<file path="config.mk">
export PLATFORM = sky130hd
export DESIGN_NAME = lcd_console
export DESIGN_NICKNAME = d
export VERILOG_FILES = /design/src/rtl/lcd_console.sv
export SDC_FILE = /design/constraint.sdc
export NUM_CORES = 1
export LEC_CHECK = 0
export CAP_MARGIN = 40
export CORE_ASPECT_RATIO = 0.9
export CORE_MARGIN = 2
export CORE_UTILIZATION = 45
export DETAILED_ROUTE_END_ITERATION = 7
export GPL_ROUTABILITY_DRIVEN = 0
export GPL_TIMING_DRIVEN = 0
export PLACE_DENSITY = 0.72
export RECOVER_POWER = 25
export SLEW_MARGIN = 20
export SYNTH_ARGS = -nofsm -noshare
export SYNTH_HDL_FRONTEND = slang
export SYNTH_SLANG_ARGS = --single-unit
</file>
<file path="constraint.sdc">
create_clock -name clk -period 5.51 [get_ports clk]
set_clock_uncertainty 0.1 [all_clocks]
set_input_delay 0.8265 -clock clk [delete_from_list [all_inputs] [get_ports clk]]
set_output_delay 0.8265 -clock clk [all_outputs]
set_load 0.01 [all_outputs]
</file>
<file path="src/rtl/lcd_console.sv">
`default_nettype none
// ============================================================================
// Module   : lcd_console
// Purpose  : Terminal-style text engine feeding the lcd_rgb character buffer.
//            Define LCD_CONSOLE_FIFO_EN to add a 4-entry DATA byte FIFO.
// Revision : 1.0
// ============================================================================
module lcd_console #(
  parameter int         COLUMNS   = 60,
  parameter int         ROWS      = 17,
  parameter logic [7:0] CHAR_BASE = 8'h20
) (
  input  logic        clk,
  input  logic        reset_n,
  input  logic        select,
  input  logic [3:0]  wstrb,
  input  logic [3:0]  addr,
  input  logic [31:0] data_i,
  output logic        ready,
  output logic [31:0] data_o,
  output logic        lcd_select,
  output logic [3:0]  lcd_wstrb,
  output logic [9:0]  lcd_addr,
  output logic [31:0] lcd_data,
  input  logic        lcd_ready
);

  localparam int LINE_WORDS = COLUMNS / 4;
  localparam int ALL_WORDS  = COLUMNS * ROWS / 4;

  typedef enum logic [2:0] {
    ST_IDLE, ST_ISSUE, ST_WAIT, ST_NEXT, ST_CLR_LINE, ST_CLR_ALL
  } state_t;

  typedef enum logic [1:0] {OP_CHAR, OP_BS, OP_LINE, OP_ALL} op_t;

  state_t      state_q, state_d;
  op_t         op_q, op_d;
  logic [5:0]  col_q, col_d;
  logic [4:0]  row_q, row_d;
  logic [7:0]  word_q, word_d;
  logic [9:0]  lcd_addr_q, lcd_addr_d;
  logic [3:0]  lcd_wstrb_q, lcd_wstrb_d;
  logic [31:0] lcd_data_q, lcd_data_d;
  logic        ready_q, ready_d;
  logic [31:0] data_o_q, data_o_d;

  logic       w_req, w_wr;
  logic       w_sel_data, w_sel_status, w_sel_ctrl, w_sel_cursor;
  logic       w_full, w_empty, w_data_ok;
  logic       w_cmd_valid;
  logic [7:0] w_cmd_byte;
  logic       w_busy, w_idle_all, w_accept, w_clr_cmd, w_cur_cmd;
  logic [9:0] w_row_base, w_cur_addr, w_bs_addr;
  logic [7:0] w_idx;
  logic       w_printable;
  logic [4:0] w_row_next;

  // ready_q blocks re-acceptance while the CPU still holds select after ready
  assign w_req        = select & ~ready_q;
  assign w_wr         = |wstrb;
  assign w_sel_data   = (addr[3:2] == 2'd0);
  assign w_sel_status = (addr[3:2] == 2'd1);
  assign w_sel_ctrl   = (addr[3:2] == 2'd2);
  assign w_sel_cursor = (addr[3:2] == 2'd3);

`ifdef LCD_CONSOLE_FIFO_EN
  logic [7:0] fifo_mem [4];
  logic [1:0] rd_ptr_q, wr_ptr_q;
  logic [2:0] count_q;
  logic       w_push, w_pop;

  assign w_pop       = (state_q == ST_IDLE) && (count_q != 3'd0);
  assign w_full      = (count_q == 3'd4);
  assign w_empty     = (count_q == 3'd0);
  assign w_data_ok   = ~w_full | w_pop;
  assign w_push      = w_req & w_wr & w_sel_data & w_data_ok;
  assign w_cmd_valid = w_pop;
  assign w_cmd_byte  = fifo_mem[rd_ptr_q];

  always_ff @(posedge clk) begin
    if (w_push) fifo_mem[wr_ptr_q] <= data_i[7:0];
  end

  always_ff @(posedge clk or negedge reset_n) begin
    if (!reset_n) begin
      rd_ptr_q <= '0;
      wr_ptr_q <= '0;
      count_q  <= '0;
    end else begin
      if (w_push) wr_ptr_q <= wr_ptr_q + 2'd1;
      if (w_pop)  rd_ptr_q <= rd_ptr_q + 2'd1;
      count_q <= count_q + {2'b0, w_push} - {2'b0, w_pop};
    end
  end
`else
  assign w_full      = 1'b0;
  assign w_empty     = 1'b1;
  assign w_data_ok   = (state_q == ST_IDLE);
  assign w_cmd_valid = w_req & w_wr & w_sel_data & w_data_ok;
  assign w_cmd_byte  = data_i[7:0];
`endif

  assign w_busy     = (state_q != ST_IDLE) | ~w_empty;
  assign w_idle_all = (state_q == ST_IDLE) & w_empty;
  assign w_accept   = ~w_wr | w_sel_status | (w_sel_data & w_data_ok) |
                      ((w_sel_ctrl | w_sel_cursor) & w_idle_all);
  assign ready_d    = w_req & w_accept;
  assign w_clr_cmd  = w_req & w_wr & w_sel_ctrl & data_i[0] & w_idle_all;
  assign w_cur_cmd  = w_req & w_wr & w_sel_cursor & w_idle_all &
                      (data_i[5:0] < 6'(COLUMNS)) & (data_i[20:16] < 5'(ROWS));

  assign w_row_base  = 10'(row_q) * 10'(COLUMNS);
  assign w_cur_addr  = w_row_base + 10'(col_q);
  assign w_bs_addr   = w_cur_addr - 10'd1;
  assign w_idx       = w_cmd_byte - CHAR_BASE;
  assign w_printable = (w_cmd_byte >= 8'h20) && (w_cmd_byte <= 8'h7E);
  assign w_row_next  = (row_q == 5'(ROWS - 1)) ? 5'd0 : row_q + 5'd1;

  always_comb begin
    data_o_d = '0;
    if (w_req && !w_wr) begin
      if (w_sel_status) begin
        data_o_d[0]     = w_busy;
        data_o_d[1]     = w_full;
        data_o_d[13:8]  = col_q;
        data_o_d[20:16] = row_q;
      end else if (w_sel_cursor) begin
        data_o_d[5:0]   = col_q;
        data_o_d[20:16] = row_q;
      end
    end
  end

  always_comb begin
    state_d     = state_q;
    op_d        = op_q;
    col_d       = col_q;
    row_d       = row_q;
    word_d      = word_q;
    lcd_addr_d  = lcd_addr_q;
    lcd_wstrb_d = lcd_wstrb_q;
    lcd_data_d  = lcd_data_q;
    case (state_q)
      ST_IDLE: begin
        if (w_cmd_valid) begin
          if (w_printable) begin
            lcd_addr_d  = w_cur_addr;
            lcd_wstrb_d = 4'b0001 << w_cur_addr[1:0];
            lcd_data_d  = {4{1'b0, w_idx[6:0]}};
            op_d        = OP_CHAR;
            state_d     = ST_ISSUE;
          end else if (w_cmd_byte == 8'h0D) begin
            col_d = '0;
          end else if (w_cmd_byte == 8'h0A) begin
            col_d   = '0;
            row_d   = w_row_next;
            word_d  = '0;
            op_d    = OP_LINE;
            state_d = ST_CLR_LINE;
          end else if (w_cmd_byte == 8'h08 && col_q != 6'd0) begin
            col_d       = col_q - 6'd1;
            lcd_addr_d  = w_bs_addr;
            lcd_wstrb_d = 4'b0001 << w_bs_addr[1:0];
            lcd_data_d  = '0;
            op_d        = OP_BS;
            state_d     = ST_ISSUE;
          end
        end else if (w_clr_cmd) begin
          word_d  = '0;
          op_d    = OP_ALL;
          state_d = ST_CLR_ALL;
        end else if (w_cur_cmd) begin
          col_d = data_i[5:0];
          row_d = data_i[20:16];
        end
      end
      ST_ISSUE: state_d = ST_WAIT;
      ST_WAIT: begin
        if (lcd_ready) state_d = ST_NEXT;
      end
      ST_NEXT: begin
        state_d = ST_IDLE;
        case (op_q)
          OP_CHAR: begin
            if (col_q == 6'(COLUMNS - 1)) begin
              col_d   = '0;
              row_d   = w_row_next;
              word_d  = '0;
              op_d    = OP_LINE;
              state_d = ST_CLR_LINE;
            end else begin
              col_d = col_q + 6'd1;
            end
          end
          OP_LINE: begin
            if (word_q != 8'(LINE_WORDS - 1)) begin
              word_d  = word_q + 8'd1;
              state_d = ST_CLR_LINE;
            end
          end
          OP_ALL: begin
            if (word_q != 8'(ALL_WORDS - 1)) begin
              word_d  = word_q + 8'd1;
              state_d = ST_CLR_ALL;
            end else begin
              col_d = '0;
              row_d = '0;
            end
          end
          default: ;
        endcase
      end
      ST_CLR_LINE: begin
        lcd_addr_d  = w_row_base + {word_q, 2'b00};
        lcd_wstrb_d = 4'hF;
        lcd_data_d  = '0;
        state_d     = ST_ISSUE;
      end
      ST_CLR_ALL: begin
        lcd_addr_d  = {word_q, 2'b00};
        lcd_wstrb_d = 4'hF;
        lcd_data_d  = '0;
        state_d     = ST_ISSUE;
      end
      default: state_d = ST_IDLE;
    endcase
  end

  always_ff @(posedge clk or negedge reset_n) begin
    if (!reset_n) begin
      state_q     <= ST_CLR_ALL;
      op_q        <= OP_ALL;
      col_q       <= '0;
      row_q       <= '0;
      word_q      <= '0;
      lcd_addr_q  <= '0;
      lcd_wstrb_q <= '0;
      lcd_data_q  <= '0;
      ready_q     <= 1'b0;
      data_o_q    <= '0;
    end else begin
      state_q     <= state_d;
      op_q        <= op_d;
      col_q       <= col_d;
      row_q       <= row_d;
      word_q      <= word_d;
      lcd_addr_q  <= lcd_addr_d;
      lcd_wstrb_q <= lcd_wstrb_d;
      lcd_data_q  <= lcd_data_d;
      ready_q     <= ready_d;
      data_o_q    <= data_o_d;
    end
  end

  assign ready      = ready_q;
  assign data_o     = data_o_q;
  assign lcd_select = (state_q == ST_ISSUE);
  assign lcd_addr   = lcd_addr_q;
  assign lcd_wstrb  = lcd_wstrb_q;
  assign lcd_data   = lcd_data_q;

  logic w_unused;
  assign w_unused = &{1'b0, data_i[31:21], data_i[15:8], addr[1:0], w_idx[7]};

endmodule
`default_nettype wire

</file>
==> run_results.csv <==
group,metric,value,unit
detailed_routing,vias_per_cell,5.63,
min_path,hold_class,"reg2reg",
die,initial_core_util,46.0,%
logic_synthesis,syn_area,4980,µm²
detailed_routing,postRouteAntennaNets,0,
logic_synthesis,ys_async_sr_fraction,100,%
pwr,powerDensity,746,nW/µm²
global_route,grt_pass1_vias,4282,
logic_synthesis,synth_warnings,0,
clock_tree,cts-resized-gates,0,
setup_path,cp_max_fo,9,
timing,hold_viol,0,
timing,drv_slew,40,
detailed_routing,drtIter0Drc,294,
setup_path,start_kind,"register",
timing,maxSlewHeadroom,-36.4,%
final_layout,fillers,946,
final_layout,areaGrowthSynthToFinish,27.6,%
clock_tree,cts.sinks,63,
detailed_routing,top_layer_used,"met4",
final_layout,diodes,0,
setup_path,critPathRequiredTime,5620,ps
detailed_routing,route.met3.wl,839,µm
final_layout,drive_gt1_share,13.1,%
clock_tree,post-cts-setup-buffer-count,0,
min_path,holdPathStages,2,
timing,tightest_slew,2050,ps
clock_tree,hold_buffers,0,
logic_synthesis,yosys.area.top_type_share,29.7,%
setup_path,reg2reg_depth,16,
timing,rsz0062_at_grt,"false",
clock_tree,cts.path.max_buffers,2,
timing,finalCritPeriodShare,83.1,%
timing,setup_viol,0,
detailed_routing,wirelength,12600,µm
setup_path,critical_path_class,"reg2reg",
clock_tree,htree_levels,3,
logic_synthesis,synth_edf_count,0,
clock_tree,clk_latency,330,ps
detailed_routing,routed-via-count,4541,
detailed_routing,dr.pass1.iters,4,
final_layout,design_area,6350,µm²
setup_path,critPathCaptureType,"register",
final_layout,nets,753,
timing,fin_ws,933,ps
global_route,groute.usage.overall,21.6,%
global_route,grt_overflow,0,
detailed_routing,routedWlPerCell,15.7,µm
die,die_y,104,µm
timing,period_needed,4580,ps
place,portBuffers,81,
pwr,p_leak,2.83,nW
logic_synthesis,yosysMostFrequentCell,"dfrtp_1",
final_layout,seqCellArea,1580,µm²
timing,final.setup.tns,0,ps
final_layout,multi_input_area,2910,µm²
die,ios,124,
run_status,outcome,"finished with violations",
clock_tree,root_buffer,"clkbuf_16",
detailed_routing,wl_met1,5740,µm
job,maxCapViolations,1,
clock_tree,clk_pin_slew,60,ps
place,place_ws,1000,ps
place,place_area,6040,µm²
global_route,grt_first_pass_wirelength,20900,µm
logic_synthesis,yosysSeqAreaShare,31.8,%
die,rows,36,
logic_synthesis,netlist_top_cells_count,"59 x dfrtp_1, 41 x o21ai_0, 40 x buf_4",
final_layout,utilization,58.7,%
die,die-area,11900,µm²
logic_synthesis,syn_inst,557,
timing,clock.fmax,0.218,GHz
run_status,violations,"max-capacitance violations, max-slew violations",
logic_synthesis,synth_flop_cell,"dfrtp_1",
logic_synthesis,synth-seq-cells,63,
clock_tree,cts_tree,"built",
die,core,10800,µm²
place,dp_hpwl,9670,µm
logic_synthesis,ys_types,77,
logic_synthesis,syn_avg_cell_area,8.93,µm²
die,die_x,115,µm
detailed_routing,dr_wl_met2,5780,µm
clock_tree,cts_buffers,9,
global_route,grt_antenna_before_repair,0,
setup_path,crit_arrival,4680,ps
logic_synthesis,synth.area.top_cells,"dfrtp_1 30%, ha_1 8.0%, buf_4 6.0%",
detailed_routing,remaining_drc_errors,0,
pwr,vdd_drop_max,0.000507,V
global_route,grt_max_degree,40,
logic_synthesis,synth_top_area_cell,"dfrtp_1",
## report_power, final
part	total (mW)	internal, mW	switching, mW
Sequential	0.730	0.583	0.147
Combinational	3.37	1.46	1.92
Clock	0.636	0.411	0.225
Total	4.74	2.45	2.29
## per-stage QoR
step / power (mW) / std cells / hold slack (ps)
after floorplan: 3.27 / 575 / 380
after global placement: 3.94 / 789 / 397
after detailed placement: 4.05 / 790 / 402
after CTS: 4.72 / 806 / 313
after global routing: 5.18 / 806 / 443
final: 4.74 / 806 / 417
## logic make-up after synthesis
family,share of synthesized area (%)
xor gates and xnor gates,4.05
buffers and inverters,11.1
and+or+nand+nor,19.7
muxes,0.629
adders and majority gates,11.7
DFF,31.8
AOI/OAI and AO/OA,21.0
other,0.0754
## flip-flops by register name, summed over array words and instances (netlist names)
register	flops
lcd_data	7
col_q	6
lcd_addr	10
row_q	5
word_q	8
state_q	3
ready	1
lcd_wstrb	4
op_q	2
data_o	17
## cell type report
cell class,instances,area share (%)
clock inverter,6,1.46
sequential,63,24.9
inverter,32,1.89
multi-input combinational,416,45.8
tap,133,2.62
clock buffer,10,3.76
timing repair buffer,82,12.7
buffer,64,6.80
## per-layer routing
| metal | vias to the layer above | global-route usage (%) |
|---|---|---|
| met3 | 20 | 3.51 |
| met2 | 165 | 34.4 |
| li1 | 2158 | - |
| met4 | 0 | 7.66 |
| met5 | - | 0 |
| met1 | 2198 | 29.5 |
## layout by cell type, fill, tap and decap left out, types with 5 or more instances in the layout
cell / Yosys / final
clkdlybuf4s50_1: 0 / 80
o21ai_0: 41 / 41
a22o_1: 5 / 5
clkbuf_16: 0 / 9
conb_1: 1 / 19
nand4_1: 6 / 6
nor2_1: 27 / 27
xor2_1: 8 / 8
buf_2: 8 / 8
a21oi_1: 32 / 32
and2_1: 17 / 17
fa_1: 9 / 9
nand2b_1: 7 / 7
and3_1: 14 / 14
nor3_1: 10 / 10
ha_1: 32 / 32
a21o_1: 5 / 5
nand3_1: 17 / 17
o31ai_1: 7 / 7
a211oi_1: 6 / 6
nand2_1: 36 / 36
nor2b_1: 10 / 10
buf_4: 40 / 40
xnor2_1: 15 / 15
clkbuf_1: 11 / 13
dfrtp_1: 59 / 59
o211ai_1: 7 / 7
inv_1: 32 / 32
## worst paths after layout
check	start	endpoint	slack [ps]
max reg2reg	row_q[2]	lcd_addr[9]	930
min	lcd_wstrb[2]	lcd_wstrb[2]	420
min reg2reg	lcd_wstrb[2]	lcd_wstrb[2]	420
max	row_q[2]	lcd_addr[9]	930
min in group asynchronous	reset_n	word_q[0]	710
max in group asynchronous	reset_n	row_q[1]	2040
## worst max-delay path, stage by stage (launching register included)
cell	delay (ps)
dfrtp_1	550
inv_1	180
fa_1	500
fa_1	510
inv_1	40
ha_1	330
or2_2	330
a21oi_1	280
nor2_1	160
ha_1	250
nor3_1	130
o21ai_0	120
a31oi_1	250
nand3_1	140
a2111oi_0	340
nand3b_1	170
a21oi_1	50
Note: power is estimated with default switching activity, not from simulation.
